## src/rtl/tmr_voter_pkg.sv

```systemverilog
// Shared types and the bitwise majority function for the word voter monitor.
package tmr_voter_pkg;

  localparam int unsigned RUN_WIDTH = 8;
  localparam int unsigned MAX_K     = 5;
  localparam int unsigned MAX_WIDTH = 64;

  typedef enum logic [1:0] {
    OK      = 2'd0,
    SUSPECT = 2'd1,
    FAULTY  = 2'd2
  } replica_state_t;

  typedef logic [MAX_K-1:0][MAX_WIDTH-1:0] word_array_t;

  // Replicas at index >= k are ignored; callers zero-pad unused slots and bits.
  function automatic logic [MAX_WIDTH-1:0] maj_vote(input int unsigned k,
                                                    input word_array_t words);
    logic [MAX_WIDTH-1:0] vote;
    int unsigned          ones;
    vote = '0;
    for (int unsigned b = 0; b < MAX_WIDTH; b++) begin
      ones = 0;
      for (int unsigned r = 0; r < MAX_K; r++) begin
        if (r < k) ones = ones + 32'(words[r][b]);
      end
      vote[b] = (ones > (k / 2));
    end
    return vote;
  endfunction

endpackage

```

## src/rtl/tmr_word_voter_monitor_health.sv

```systemverilog
// Per-replica health tracker: saturating mismatch counter plus OK/SUSPECT/FAULTY escalation.
module replica_health_fsm
  import tmr_voter_pkg::*;
#(
  parameter int unsigned CNT_WIDTH      = 16,
  parameter int unsigned PERSIST_CYCLES = 4
) (
  input  logic                 clk,
  input  logic                 rst,
  input  logic                 valid,
  input  logic                 dis,
  input  logic                 clear,
  output logic [CNT_WIDTH-1:0] cnt,
  output logic                 fault,
  output logic                 fault_enter
);

  localparam logic [RUN_WIDTH-1:0] RUN_LIMIT = RUN_WIDTH'(PERSIST_CYCLES);
  localparam logic [RUN_WIDTH-1:0] RUN_ONE   = RUN_WIDTH'(1);

  replica_state_t       state_q, state_d;
  logic [RUN_WIDTH-1:0] run_q, run_d, run_inc;
  logic [CNT_WIDTH-1:0] cnt_d;
  logic                 enter_d;

  assign run_inc = run_q + RUN_ONE;

  always_ff @(posedge clk or posedge rst) begin
    if (rst) begin
      state_q     <= OK;
      run_q       <= '0;
      cnt         <= '0;
      fault_enter <= 1'b0;
    end else begin
      state_q     <= state_d;
      run_q       <= run_d;
      cnt         <= cnt_d;
      fault_enter <= enter_d;
    end
  end

  // Clear takes priority over a valid sample, so a clear also swallows the entry pulse.
  always_comb begin
    state_d = state_q;
    run_d   = run_q;
    cnt_d   = cnt;
    enter_d = 1'b0;
    if (clear) begin
      state_d = OK;
      run_d   = '0;
      cnt_d   = '0;
    end else if (valid) begin
      if (dis && (cnt != '1)) cnt_d = cnt + CNT_WIDTH'(1);
      case (state_q)
        OK: begin
          if (dis) begin
            run_d = RUN_ONE;
            if (RUN_LIMIT == RUN_ONE) begin
              state_d = FAULTY;
              enter_d = 1'b1;
            end else begin
              state_d = SUSPECT;
            end
          end
        end
        SUSPECT: begin
          if (dis) begin
            run_d = run_inc;
            if (run_inc == RUN_LIMIT) begin
              state_d = FAULTY;
              enter_d = 1'b1;
            end
          end else begin
            state_d = OK;
            run_d   = '0;
          end
        end
        FAULTY:  state_d = FAULTY;
        default: state_d = OK;
      endcase
    end
  end

  assign fault = (state_q == FAULTY);

endmodule

```

## src/rtl/tmr_word_voter_monitor.sv

```systemverilog
// Registered K-way bitwise word voter with per-replica mismatch accounting and fault escalation.
module tmr_word_voter_monitor
  import tmr_voter_pkg::*;
#(
  parameter int unsigned K_MMR          = 3,
  parameter int unsigned WIDTH          = 8,
  parameter int unsigned CNT_WIDTH      = 16,
  parameter int unsigned PERSIST_CYCLES = 4
) (
  input  logic                 clk_i,
  input  logic                 rst_i,
  input  logic                 valid_i,
  input  logic [WIDTH-1:0]     data_i [K_MMR-1:0],
  input  logic                 clear_i,
  output logic [WIDTH-1:0]     data_o,
  output logic                 valid_o,
  output logic                 mismatch_o,
  output logic [K_MMR-1:0]     mismatch_replica_o,
  output logic [CNT_WIDTH-1:0] mismatch_cnt_o [K_MMR-1:0],
  output logic [K_MMR-1:0]     persistent_fault_o,
  output logic                 fault_irq_o
);

  if (!((K_MMR == 3) || (K_MMR == 5))) begin : g_bad_k
    $error("tmr_word_voter_monitor: K_MMR must be 3 or 5");
  end
  if ((WIDTH < 1) || (WIDTH > MAX_WIDTH)) begin : g_bad_width
    $error("tmr_word_voter_monitor: WIDTH out of range");
  end
  if ((PERSIST_CYCLES < 1) || (PERSIST_CYCLES > 255)) begin : g_bad_persist
    $error("tmr_word_voter_monitor: PERSIST_CYCLES must be 1..255");
  end

  word_array_t      words;
  logic [WIDTH-1:0] vote;
  logic [K_MMR-1:0] dis;
  logic [K_MMR-1:0] fault_enter;

  always_comb begin
    words = '0;
    for (int unsigned r = 0; r < K_MMR; r++) words[r] = MAX_WIDTH'(data_i[r]);
  end

  assign vote = WIDTH'(maj_vote(K_MMR, words));

  always_comb begin
    dis = '0;
    for (int unsigned r = 0; r < K_MMR; r++) dis[r] = (data_i[r] != vote);
  end

  always_ff @(posedge clk_i or posedge rst_i) begin
    if (rst_i) begin
      valid_o            <= 1'b0;
      data_o             <= '0;
      mismatch_o         <= 1'b0;
      mismatch_replica_o <= '0;
    end else begin
      valid_o <= valid_i;
      if (valid_i) begin
        data_o             <= vote;
        mismatch_o         <= |dis;
        mismatch_replica_o <= dis;
      end
    end
  end

  for (genvar r = 0; r < K_MMR; r++) begin : g_health
    replica_health_fsm #(
      .CNT_WIDTH      (CNT_WIDTH),
      .PERSIST_CYCLES (PERSIST_CYCLES)
    ) u_fsm (
      .clk         (clk_i),
      .rst         (rst_i),
      .valid       (valid_i),
      .dis         (dis[r]),
      .clear       (clear_i),
      .cnt         (mismatch_cnt_o[r]),
      .fault       (persistent_fault_o[r]),
      .fault_enter (fault_enter[r])
    );
  end

  assign fault_irq_o = |fault_enter;

endmodule

```

## config.mk

```make
export PLATFORM = sky130hd
export DESIGN_NAME = tmr_word_voter_monitor
export DESIGN_NICKNAME = d
export VERILOG_FILES = /design/src/rtl/tmr_voter_pkg.sv /design/src/rtl/tmr_word_voter_monitor_health.sv /design/src/rtl/tmr_word_voter_monitor.sv
export SDC_FILE = /design/constraint.sdc
export NUM_CORES = 1
export LEC_CHECK = 0
export ABC_AREA = 1
export CAP_MARGIN = 20
export CORE_MARGIN = 2
export CORE_UTILIZATION = 60
export CTS_CLUSTER_DIAMETER = 150
export DETAILED_ROUTE_END_ITERATION = 8
export GPL_TIMING_DRIVEN = 0
export MAX_ROUTING_LAYER = met4
export PLACE_DENSITY = 0.87
export SLEW_MARGIN = 0
export SYNTH_ARGS = -nofsm -noshare
export SYNTH_HDL_FRONTEND = slang
export SYNTH_SLANG_ARGS = --single-unit
```

## constraint.sdc

```tcl
create_clock -name clk_i -period 8.12 [get_ports clk_i]
set_clock_uncertainty 0.1 [all_clocks]
set_input_delay 1.624 -clock clk_i [delete_from_list [all_inputs] [get_ports clk_i]]
set_output_delay 1.624 -clock clk_i [all_outputs]
set_load 0.05 [all_outputs]
```

==> metrics, run 1 <==
worst hold-check path type flip-flop to flip-flop; clock insertion delay at the later pin of the skew report 0.38 ns; iteration-0 DRC count of the detailed router between 400 and 500; synthesis-to-finish area growth 20.8%; Worst Setup SP g_health[0].u_fsm.state_q[1]$_DFFE_PP0P_; number of instances in the synthesized netlist 918; met1 demand-to-capacity share in global routing 0.366; Slew Limit Fails 0; status completed; Worst Hold Launch data_o[3]$_DFFE_PP0P_; Synthesis Warnings 0; share of the clock period used by the worst path 0.460; maximum buffer depth of the clock tree 2; Critical Path AT 2.01 ns; maximum frequency from static timing analysis 268 MHz; Setup CP Type flip-flop to primary output; Worst setup EP type primary output; total number of H-tree levels 3; cells resized by post-CTS repair 0; Crit Reg-Reg Startpoint g_health[2].u_fsm.cnt[0]$_DFFE_PP0P_; die span in y 107 µm; Antenna Nets Post-Route 0; routability congestion estimate from global placement 0.937; cell type with the highest aggregate area in the netlist dfrtp_1; area of the mapped netlist 0.00638 mm²; post-synthesis sequential element count between 90 and 100; top-level port count 93; total of endpoints with negative setup slack in the final report 0; number of global-route vias before repair around 5700; final global-route overflow total 0; required time reported for the critical path endpoint 6.40 ns; sequential fraction of the synthesis area 0.369; net count after synthesis 963; Synth area leaders dfrtp_1, nand2_1, nand3_1; sum of negative setup slack 0 ns; max-cap check violation count 0; starting utilization of the core area 0.618; number of distinct library cell variants in the gate-level netlist after synthesis 38; Antenna Diode Count 0; Std-Cell Rows 37; routing usage on met2 0.461; TritonCTS clock tree built; total number of vias 6205; minimum clock period after layout 3.73 ns; mean post-synth cell area 6.95 µm²; ratio of total power to cell area roughly 160 mW/mm²; Inserted Clock Buffers 9; Top Usage Layer GRT met2; Routed wire per std cell 13.1 µm; net count reported at finish 1067; critical path peak fanout 6; total wire length after detailed routing 15300 µm; CTS clock-pin slew for the worst setup and hold paths 0.09 ns; total DRC errors in the routed layout 0; initial antenna violation count 0; measured slew at the worst slew-check pin 0.650 ns; P_leak 0.00368 µW; startpoint class of the critical path flip-flop; fraction of met3 tracks used by global routing 0.0365; CTS hold repair buffers 0; post-CTS setup buffer count 0; Root Buffer Master clkbuf_8; utilization after layout 0.747; Core Footprint roughly 0.010 mm²; share of async-settable or async-resettable flops after synthesis 1.00; average via count per standard cell ~5.3; final hold violations 0; Post-synth EDFFs 0; peak supply drop 0.0987 mV; number of port buffers just over 90; HPWL after detailed placement 11200 µm; die extent in x around 110 µm; total number of clock tree sinks 94; RSZ-0062 raised after global routing false; share of final-layout standard cells stronger than drive strength 1 0.0808; overall fraction of global-route tracks in use 0.285; Yosys top cell area share 0.369; pin count of the biggest net entering global routing 73; count of TritonRoute iterations in the first routing pass 5; global-route wire length before repair 25700 µm; main flop type after synthesis dfrtp_1; die area 0.0115 mm²; Slew Limit Headroom 0.567
-- state kept, by name, indices dropped and copies added, names as in the netlist --
| register | cells |
|---|---|
| g_health.u_fsm.run_q | 24 |
| mismatch_o | 1 |
| g_health.u_fsm.fault_enter | 3 |
| data_o | 8 |
| mismatch_replica_o | 3 |
| g_health.u_fsm.cnt | 48 |
| valid_o | 1 |
| g_health.u_fsm.state_q | 6 |
-- layout by cell type, fill, tap and decap left out, types with 16 or more instances in the layout --
master,n
ha_1,17
o21ai_0,24
nand3_1,102
nor3_1,20
xor2_1,25
dfrtp_1,94
nand2_1,300
inv_1,87
nor2_1,94
clkdlybuf4s50_1,92
nand4_1,19
nand2_2,22
o21ai_1,16
-- Yosys cell counts (5+ instances only) --
master    number
o21ai_0       24
or2_2          9
buf_4          6
nor4_1         5
o22ai_1        5
nand3b_1      12
nand2_2       22
nor2_1        94
a21oi_1        5
nand3_1      102
nor3_1        20
nand4_1       19
clkbuf_1       6
inv_1         88
xor2_1        25
nand2_1      300
dfrtp_1       94
xnor2_1        8
o21ai_1       16
nand2_4        7
ha_1          17
buf_1          5
-- final cells by class --
cell class | count | area, µm²
multi-input combinational | 709 | 3530
fill | 859 | 2610
sequential | 94 | 2350
timing repair buffer | 93 | 948
inverter | 92 | 348
tap | 136 | 170
buffer | 23 | 150
clock buffer | 10 | 138
clock inverter | 6 | 68.8
-- worst paths after layout --
check,endpoint,slack (ns),cells after the start
worst min register to register,data_o[3]$_DFFE_PP0P_,0.39,2
min in group asynchronous,g_health[0].u_fsm.cnt[6]$_DFFE_PP0P_,1.46,2
worst min-delay path,data_o[3]$_DFFE_PP0P_,0.39,2
max in group asynchronous,g_health[1].u_fsm.run_q[6]$_DFFE_PP0P_,5.79,3
worst max-delay path,persistent_fault_o[0],4.39,4
worst max register to register,g_health[2].u_fsm.cnt[0]$_DFFE_PP0P_,6.03,9
-- stage by stage --
step                      hold slack (ns)  setup WS (ns)  std cells  power, µW  cell area [µm²]
after detailed placement            0.373           4.23       1147        870             7500
after CTS                           0.397           4.39       1163       1200             7710
after global placement              0.366           2.45       1146        861             7470
final                               0.394           4.39       1163       1200             7710
after global routing                0.415           4.27       1163       1260             7710
after floorplan                     0.371           3.95        918        770             6380
-- critical path, stage by stage, from the launching register on --
cell and delay, ns:
dfrtp_1 0.43, inv_1 0.06, nor2_1 0.19, buf_4 0.14
clkdlybuf4s50_1 0.81
-- logic make-up after synthesis --
kind of cell             Yosys count  share of synthesized area
AO/OA/AOI/OAI                     55                     0.0469
XOR/XNOR                          34                     0.0478
adder cells (fa/ha/maj)           17                     0.0333
buffers and inverters            115                     0.0776
flip-flops                        94                      0.369
AND/OR/NAND/NOR                  603                      0.426
-- power by group --
group          total (µW)  leakage, µW  switching [µW]  internal [µW]
Combinational         327      0.00231             213            113
Sequential            537      0.00126            37.8            499
Clock                 334     0.000103             181            153
-- per-layer routing --
layer,vias to the layer above,routed length (µm)
met5,-,0
met4,0,357
met3,30,933
met2,207,7230
met1,2820,6770
li1,3148,-
Power figures use the tool's default switching activity.
==> run 2, diff against run 1 <==
--- a/config.mk
+++ b/config.mk
@@ -8,12 +8,12 @@
 export ABC_AREA = 1
 export CAP_MARGIN = 20
 export CORE_MARGIN = 2
-export CORE_UTILIZATION = 60
+export CORE_UTILIZATION = 56
 export CTS_CLUSTER_DIAMETER = 150
 export DETAILED_ROUTE_END_ITERATION = 8
 export GPL_TIMING_DRIVEN = 0
 export MAX_ROUTING_LAYER = met4
-export PLACE_DENSITY = 0.87
+export PLACE_DENSITY = 0.82
 export SLEW_MARGIN = 0
 export SYNTH_ARGS = -nofsm -noshare
 export SYNTH_HDL_FRONTEND = slang
==> constraint.sdc (replaced) <==
create_clock -name clk_i -period 3.7 [get_ports clk_i]
set_clock_uncertainty 0.1 [all_clocks]
set_input_delay 0.74 -clock clk_i [delete_from_list [all_inputs] [get_ports clk_i]]
set_output_delay 0.74 -clock clk_i [all_outputs]
set_load 0.05 [all_outputs]
==> metrics, run 2 (synthesis results as in run 1) <==
status completed (unchanged); Antenna Nets Post-Route 0 (unchanged); die area 0.0123 mm² (was 0.0115 mm²); total number of H-tree levels 3 (unchanged); total of endpoints with negative setup slack in the final report 0 (unchanged); minimum clock period after layout 2.85 ns; ratio of total power to cell area 358 mW/mm² (was 155 mW/mm²); Net Switching 964 µW (was 432 µW); share of the clock period used by the worst path 0.769; utilization after layout 0.709 (was 0.747); global-route wire length before repair 26000 µm (was 25700 µm); sequential share of power 0.425 (was 0.448); number of cell instances on the worst register-to-register path 9 (unchanged); share of total power consumed by net switching 0.346 (was 0.361); starting utilization of the core area 0.581 (was 0.618); net count reported at finish 1067 (unchanged); post-CTS setup buffer count 0 (unchanged); routability congestion estimate from global placement 0.933 (was 0.937); total power 2780 µW (was 1200 µW); measured slew at the worst slew-check pin 0.658 ns (was 0.650 ns); Worst setup endpoint persistent_fault_o[0] (unchanged); Core Footprint 0.0110 mm² (was 0.0103 mm²); HPWL after detailed placement 11100 µm (was 11200 µm); Slew Limit Fails 0 (unchanged); CTS hold repair buffers 0 (unchanged); Routed wire per std cell 12.9 µm (was 13.1 µm); Largest register FFs 48 (unchanged); cells resized by post-CTS repair 0 (unchanged); final hold violations 0 (unchanged); Crit Reg-Reg Startpoint g_health[2].u_fsm.cnt[0]$_DFFE_PP0P_ (unchanged); average via count per standard cell 5.29 (was 5.34); number of port buffers 92 (unchanged); die extent in x 111 µm (was 107 µm); overall fraction of global-route tracks in use 0.260 (was 0.285); CTS clock-pin slew for the worst setup and hold paths 0.07 ns (was 0.09 ns); Inserted Clock Buffers 9 (unchanged); TritonCTS clock tree built (unchanged); final std cell area, no fill 0.00778 mm² (was 0.00771 mm²); most common cell after layout, fill and taps aside nand2_1 (unchanged); peak supply drop 0.243 mV (was 0.0987 mV); Slew Limit Headroom 0.557 (was 0.567); critical path peak fanout 6 (unchanged); Root Buffer Master clkbuf_16 (was clkbuf_8); Setup Slack @ Placement 0.703 ns (was 4.23 ns); commonest non-fill, non-tap cells in the layout nand2_1, nand3_1, nor2_1, dfrtp_1, clkdlybuf4s50_1 (unchanged); top-level port count 93 (unchanged); flop2flop setup slack 1.62 ns (was 6.03 ns); required time reported for the critical path endpoint 2.86 ns (was 6.40 ns); DP Area 0.00751 mm² (was 0.00750 mm²); maximum frequency from static timing analysis 351 MHz; count of TritonRoute iterations in the first routing pass 7 (was 5); total wire length after detailed routing 15100 µm (was 15300 µm); clock share of power 0.318 (was 0.279); Std-Cell Rows 38 (was 37); total number of vias 6168 (was 6205); synthesis-to-finish area growth 22.0% (was 20.8%); share of final-layout standard cells stronger than drive strength 1 0.0798 (was 0.0808); pin count of the biggest net entering global routing 67 (was 73); iteration-0 DRC count of the detailed router 439 (was 432); total DRC errors in the routed layout 0 (unchanged); clock insertion delay at the later pin of the skew report 0.35 ns (was 0.38 ns); relative contribution of combinational cells to total power 0.257 (was 0.273); Reg2Reg Capture Point g_health[2].u_fsm.cnt[3]$_DFFE_PP0P_ (was g_health[2].u_fsm.cnt[0]$_DFFE_PP0P_); Internal Pwr Total 1820 µW (was 765 µW); worst hold-check path type flip-flop to flip-flop (unchanged); P_leak 0.00371 µW (was 0.00368 µW); initial antenna violation count 0 (unchanged); Regs by FF count g_health.u_fsm.cnt x48, g_health.u_fsm.run_q x24, data_o x8 (unchanged); die span in y 111 µm (was 107 µm); Setup CP Type flip-flop to primary output (unchanged); final global-route overflow total 0 (unchanged); sum of negative setup slack 0 ns (unchanged); Top reg by flops g_health.u_fsm.cnt (unchanged); Worst setup EP type primary output (unchanged); Worst Setup SP g_health[0].u_fsm.state_q[1]$_DFFE_PP0P_ (unchanged); Antenna Diode Count 0 (unchanged); maximum buffer depth of the clock tree 2 (unchanged); RSZ-0062 raised after global routing false (unchanged); max-cap check violation count 0 (unchanged); total number of clock tree sinks 94 (unchanged); Critical Path AT 2.01 ns (about the same); startpoint class of the critical path flip-flop (unchanged); Worst Setup Slack, final 0.854 ns (was 4.39 ns); number of global-route vias before repair 5572 (was 5653)
-- run 2: cell type report --
| class | instances | area [µm²] |
|---|---|---|
| flip-flops and latches | 94 | 2350 |
| inverters | 92 | 348 |
| clock inverters | 5 | 33.8 |
| plain buffers | 23 | 150 |
| well taps | 140 | 175 |
| clock buffers | 11 | 243 |
| multi-input cells | 709 | 3530 |
| fillers | 902 | 3200 |
| repair buffers | 93 | 948 |
-- run 2: metal layers --
| metal | wire length (µm) | GRT usage | part of all wire | vias up |
|---|---|---|---|---|
| li1 | - | - | - | 3156 |
| met1 | 6970 | 0.353 | 0.46 | 2831 |
| met2 | 7160 | 0.415 | 0.48 | 166 |
| met3 | 710 | 0.0273 | 0.047 | 15 |
| met4 | 217 | 0.0775 | 0.014 | 0 |
| met5 | 0 | - | 0 | - |
-- run 2: worst min-delay path by stage --
stage / end / slack, ns / from / cells after the start
finish: data_o[7]$_DFFE_PP0P_ / 0.39 / data_o[7]$_DFFE_PP0P_ / 2
global placement: mismatch_replica_o[2]$_DFFE_PP0P_ / 0.37 / mismatch_replica_o[2]$_DFFE_PP0P_ / 2
CTS: data_o[7]$_DFFE_PP0P_ / 0.40 / data_o[7]$_DFFE_PP0P_ / 2
detailed placement: mismatch_replica_o[2]$_DFFE_PP0P_ / 0.38 / mismatch_replica_o[2]$_DFFE_PP0P_ / 2
global route: data_o[7]$_DFFE_PP0P_ / 0.41 / data_o[7]$_DFFE_PP0P_ / 2
floorplan: g_health[2].u_fsm.run_q[7]$_DFFE_PP0P_ / 0.37 / g_health[2].u_fsm.run_q[7]$_DFFE_PP0P_ / 2
-- run 2: stage by stage --
| stage | hold WS, ns | std cells |
|---|---|---|
| 3_5_place_dp | 0.377 | 1151 |
| 4_1_cts | 0.397 | 1167 |
| 3_3_place_gp | 0.369 | 1150 |
| 6_report | 0.389 | 1167 |
| 5_1_grt | 0.413 | 1167 |
| 2_1_floorplan | 0.371 | 918 |
-- run 2: power groups by stage --
stage	combinational [µW]	sequential, µW	clock (µW)
final	715	1180	886
after global routing	788	1190	941
after CTS	718	1180	901
after detailed placement	712	1200	0
after global placement	698	1200	0
after floorplan	426	1260	0
-- run 2: worst max-delay path, stage by stage, from the launching register on --
cell	delay, ns
dfrtp_1	0.42
inv_1	0.06
nor2_1	0.24
buf_4	0.16
clkdlybuf4s50_1	0.79
==> run 3, diff against run 2 <==
--- a/config.mk
+++ b/config.mk
@@ -8,12 +8,12 @@
 export ABC_AREA = 1
 export CAP_MARGIN = 20
 export CORE_MARGIN = 2
-export CORE_UTILIZATION = 56
+export CORE_UTILIZATION = 50
 export CTS_CLUSTER_DIAMETER = 150
 export DETAILED_ROUTE_END_ITERATION = 8
 export GPL_TIMING_DRIVEN = 0
 export MAX_ROUTING_LAYER = met4
-export PLACE_DENSITY = 0.82
+export PLACE_DENSITY = 0.77
 export SLEW_MARGIN = 0
 export SYNTH_ARGS = -nofsm -noshare
 export SYNTH_HDL_FRONTEND = slang
==> constraint.sdc (replaced) <==
create_clock -name clk_i -period 2.6 [get_ports clk_i]
set_clock_uncertainty 0.1 [all_clocks]
set_input_delay 0.52 -clock clk_i [delete_from_list [all_inputs] [get_ports clk_i]]
set_output_delay 0.52 -clock clk_i [all_outputs]
set_load 0.05 [all_outputs]
==> metrics, run 3 (synthesis results as in run 1) <==
status completed (unchanged); P_leak 0.00380 µW (was 0.00371 µW); count of TritonRoute iterations in the first routing pass 5 (was 7); average via count per standard cell 5.13 (was 5.29); net count reported at finish 1073 (was 1067); Std-Cell Rows 41 (was 38); number of port buffers 92 (unchanged); Worst setup EP type primary output (unchanged); final global-route overflow total 0 (unchanged); total of endpoints with negative setup slack in the final report 0 (unchanged); Antenna Diode Count 0 (unchanged); die area 0.0137 mm² (was 0.0123 mm²); HPWL after detailed placement 11300 µm (was 11100 µm); Critical Path AT 1.85 ns (was 2.01 ns); measured slew at the worst slew-check pin 0.691 ns (was 0.658 ns); initial antenna violation count 0 (unchanged); Slew Limit Fails 0 (unchanged); critical path peak fanout 1 (was 6); ratio of total power to cell area 535 mW/mm² (was 358 mW/mm²); top-level port count 93 (unchanged); TritonCTS clock tree built (unchanged); final hold violations 0 (unchanged); die extent in x 117 µm (was 111 µm); minimum clock period after layout between 2 and 2.5 ns; DP Area 0.00756 mm² (was 0.00751 mm²); detailed-routed wire length on met3 732 µm (was 710 µm); final std cell area, no fill 0.00795 mm² (was 0.00778 mm²); routability congestion estimate from global placement 0.896 (was 0.933); Inserted Clock Buffers 9 (unchanged); commonest non-fill, non-tap cells in the layout nand2_1, nand3_1, dfrtp_1 (was nand2_1, nand3_1, nor2_1, dfrtp_1, clkdlybuf4s50_1); maximum frequency from static timing analysis 405 MHz; required time reported for the critical path endpoint 1.98 ns (was 2.86 ns); total number of vias 6179 (was 6168); overall fraction of global-route tracks in use 0.246 (was 0.260); iteration-0 DRC count of the detailed router 400 (was 439); max layer used met4 (unchanged); total number of clock tree sinks 94 (unchanged); CTS hold repair buffers 0 (unchanged); die span in y 117 µm (was 111 µm); RSZ-0062 raised after global routing false (unchanged); share of the clock period used by the worst path 0.949; WHS 0.396 ns (was 0.389 ns); pin count of the biggest net entering global routing 41 (was 67); Antenna Nets Post-Route 0 (unchanged); CTS clock-pin slew for the worst setup and hold paths 0.07 ns (about the same); Slew Limit Headroom 0.539 (was 0.557); global-route wire length before repair 26000 µm (about the same); clock insertion delay at the later pin of the skew report 0.35 ns (about the same); total DRC errors in the routed layout 0 (unchanged); total wire length after detailed routing 15600 µm (was 15100 µm); Fillers 1163 (was 902); max-cap check violation count 0 (unchanged); Routed wire per std cell 13.0 µm (was 12.9 µm); number of global-route vias before repair 5510 (was 5572); Root Buffer Master clkbuf_16 (unchanged); worst hold-check path type flip-flop to flip-flop (unchanged); startpoint class of the critical path flip-flop (unchanged); Core Footprint 0.0125 mm² (was 0.0110 mm²); Regs by FF count g_health.u_fsm.cnt x48, g_health.u_fsm.run_q x24, data_o x8 (unchanged); met1 WL 7280 µm (was 6970 µm); Met2 Routed Length 7420 µm (was 7160 µm); peak supply drop 0.322 mV (was 0.243 mV); starting utilization of the core area 0.510 (was 0.581); maximum buffer depth of the clock tree 2 (unchanged); Top reg by flops g_health.u_fsm.cnt (unchanged); Largest register FFs 48 (unchanged); most common cell after layout, fill and taps aside nand2_1 (unchanged); synthesis-to-finish area growth 24.5% (was 22.0%); Setup CP Type flip-flop to primary output (unchanged); share of final-layout standard cells stronger than drive strength 1 0.0853 (was 0.0798); total number of H-tree levels 3 (unchanged)
## run 3: power by group
group / switching [µW] / internal (µW)
clock network: 599 / 939
logic: 666 / 363
registers: 125 / 1560
## run 3: timing repair
action,4_1_cts,5_1_grt
gates cloned,0,0
endpoints found under the hold margin,0,0
gates resized for setup,1,4
setup buffers,0,5
setup endpoints to repair,1,14
pin swaps,0,2
## run 3: critical path, stage by stage (launching register included)
cell and delay, ns:
dfrtp_1 0.36, or3_1 0.41, clkdlybuf4s50_1 0.73
## run 3: per-layer routing
metal,global-route usage,vias to the layer above
li1,-,3160
met1,0.326,2850
met3,0.0422,13
met4,0.0588,0
met5,-,-
met2,0.395,156
## run 3: path summary, 6_finish.rpt
path	startpoint	to	slack, ns	cells past startpoint
max	g_health[1].u_fsm.fault_enter$_DFF_PP0_	fault_irq_o	0.13	2
min	data_o[4]$_DFFE_PP0P_	data_o[4]$_DFFE_PP0P_	0.40	2
max reg2reg	g_health[2].u_fsm.cnt[0]$_DFFE_PP0P_	g_health[2].u_fsm.cnt[0]$_DFFE_PP0P_	0.52	9
min reg2reg	data_o[4]$_DFFE_PP0P_	data_o[4]$_DFFE_PP0P_	0.40	2
max in group asynchronous	rst_i	g_health[0].u_fsm.cnt[13]$_DFFE_PP0P_	1.41	3
min in group asynchronous	rst_i	g_health[1].u_fsm.cnt[13]$_DFFE_PP0P_	0.44	2
## run 3: cell type report
cell class              count  area, µm²  area share
multi-input cells         709       3540       0.446
flip-flops and latches     94       2350       0.296
repair buffers             99       1000       0.126
inverters                  92        349      0.0439
clock buffers              10        229      0.0288
well taps                 172        215      0.0271
plain buffers              23        150      0.0189
clock inverters             5        106      0.0134
## run 3: through the flow
step / utilization / std cells / TNS (ns) / power (µW) / setup WS [ns]
after floorplan: - / 918 / 0 / 2400 / 0.481
after global placement: 0.601 / 1182 / -20.40 / 2700 / -0.174
after detailed placement: 0.604 / 1184 / -6.45 / 2720 / -0.176
after CTS: 0.631 / 1199 / 0 / 4250 / 0.0212
after global routing: 0.635 / 1204 / 0 / 4450 / 0.0293
final: 0.635 / 1204 / 0 / 4250 / 0.133
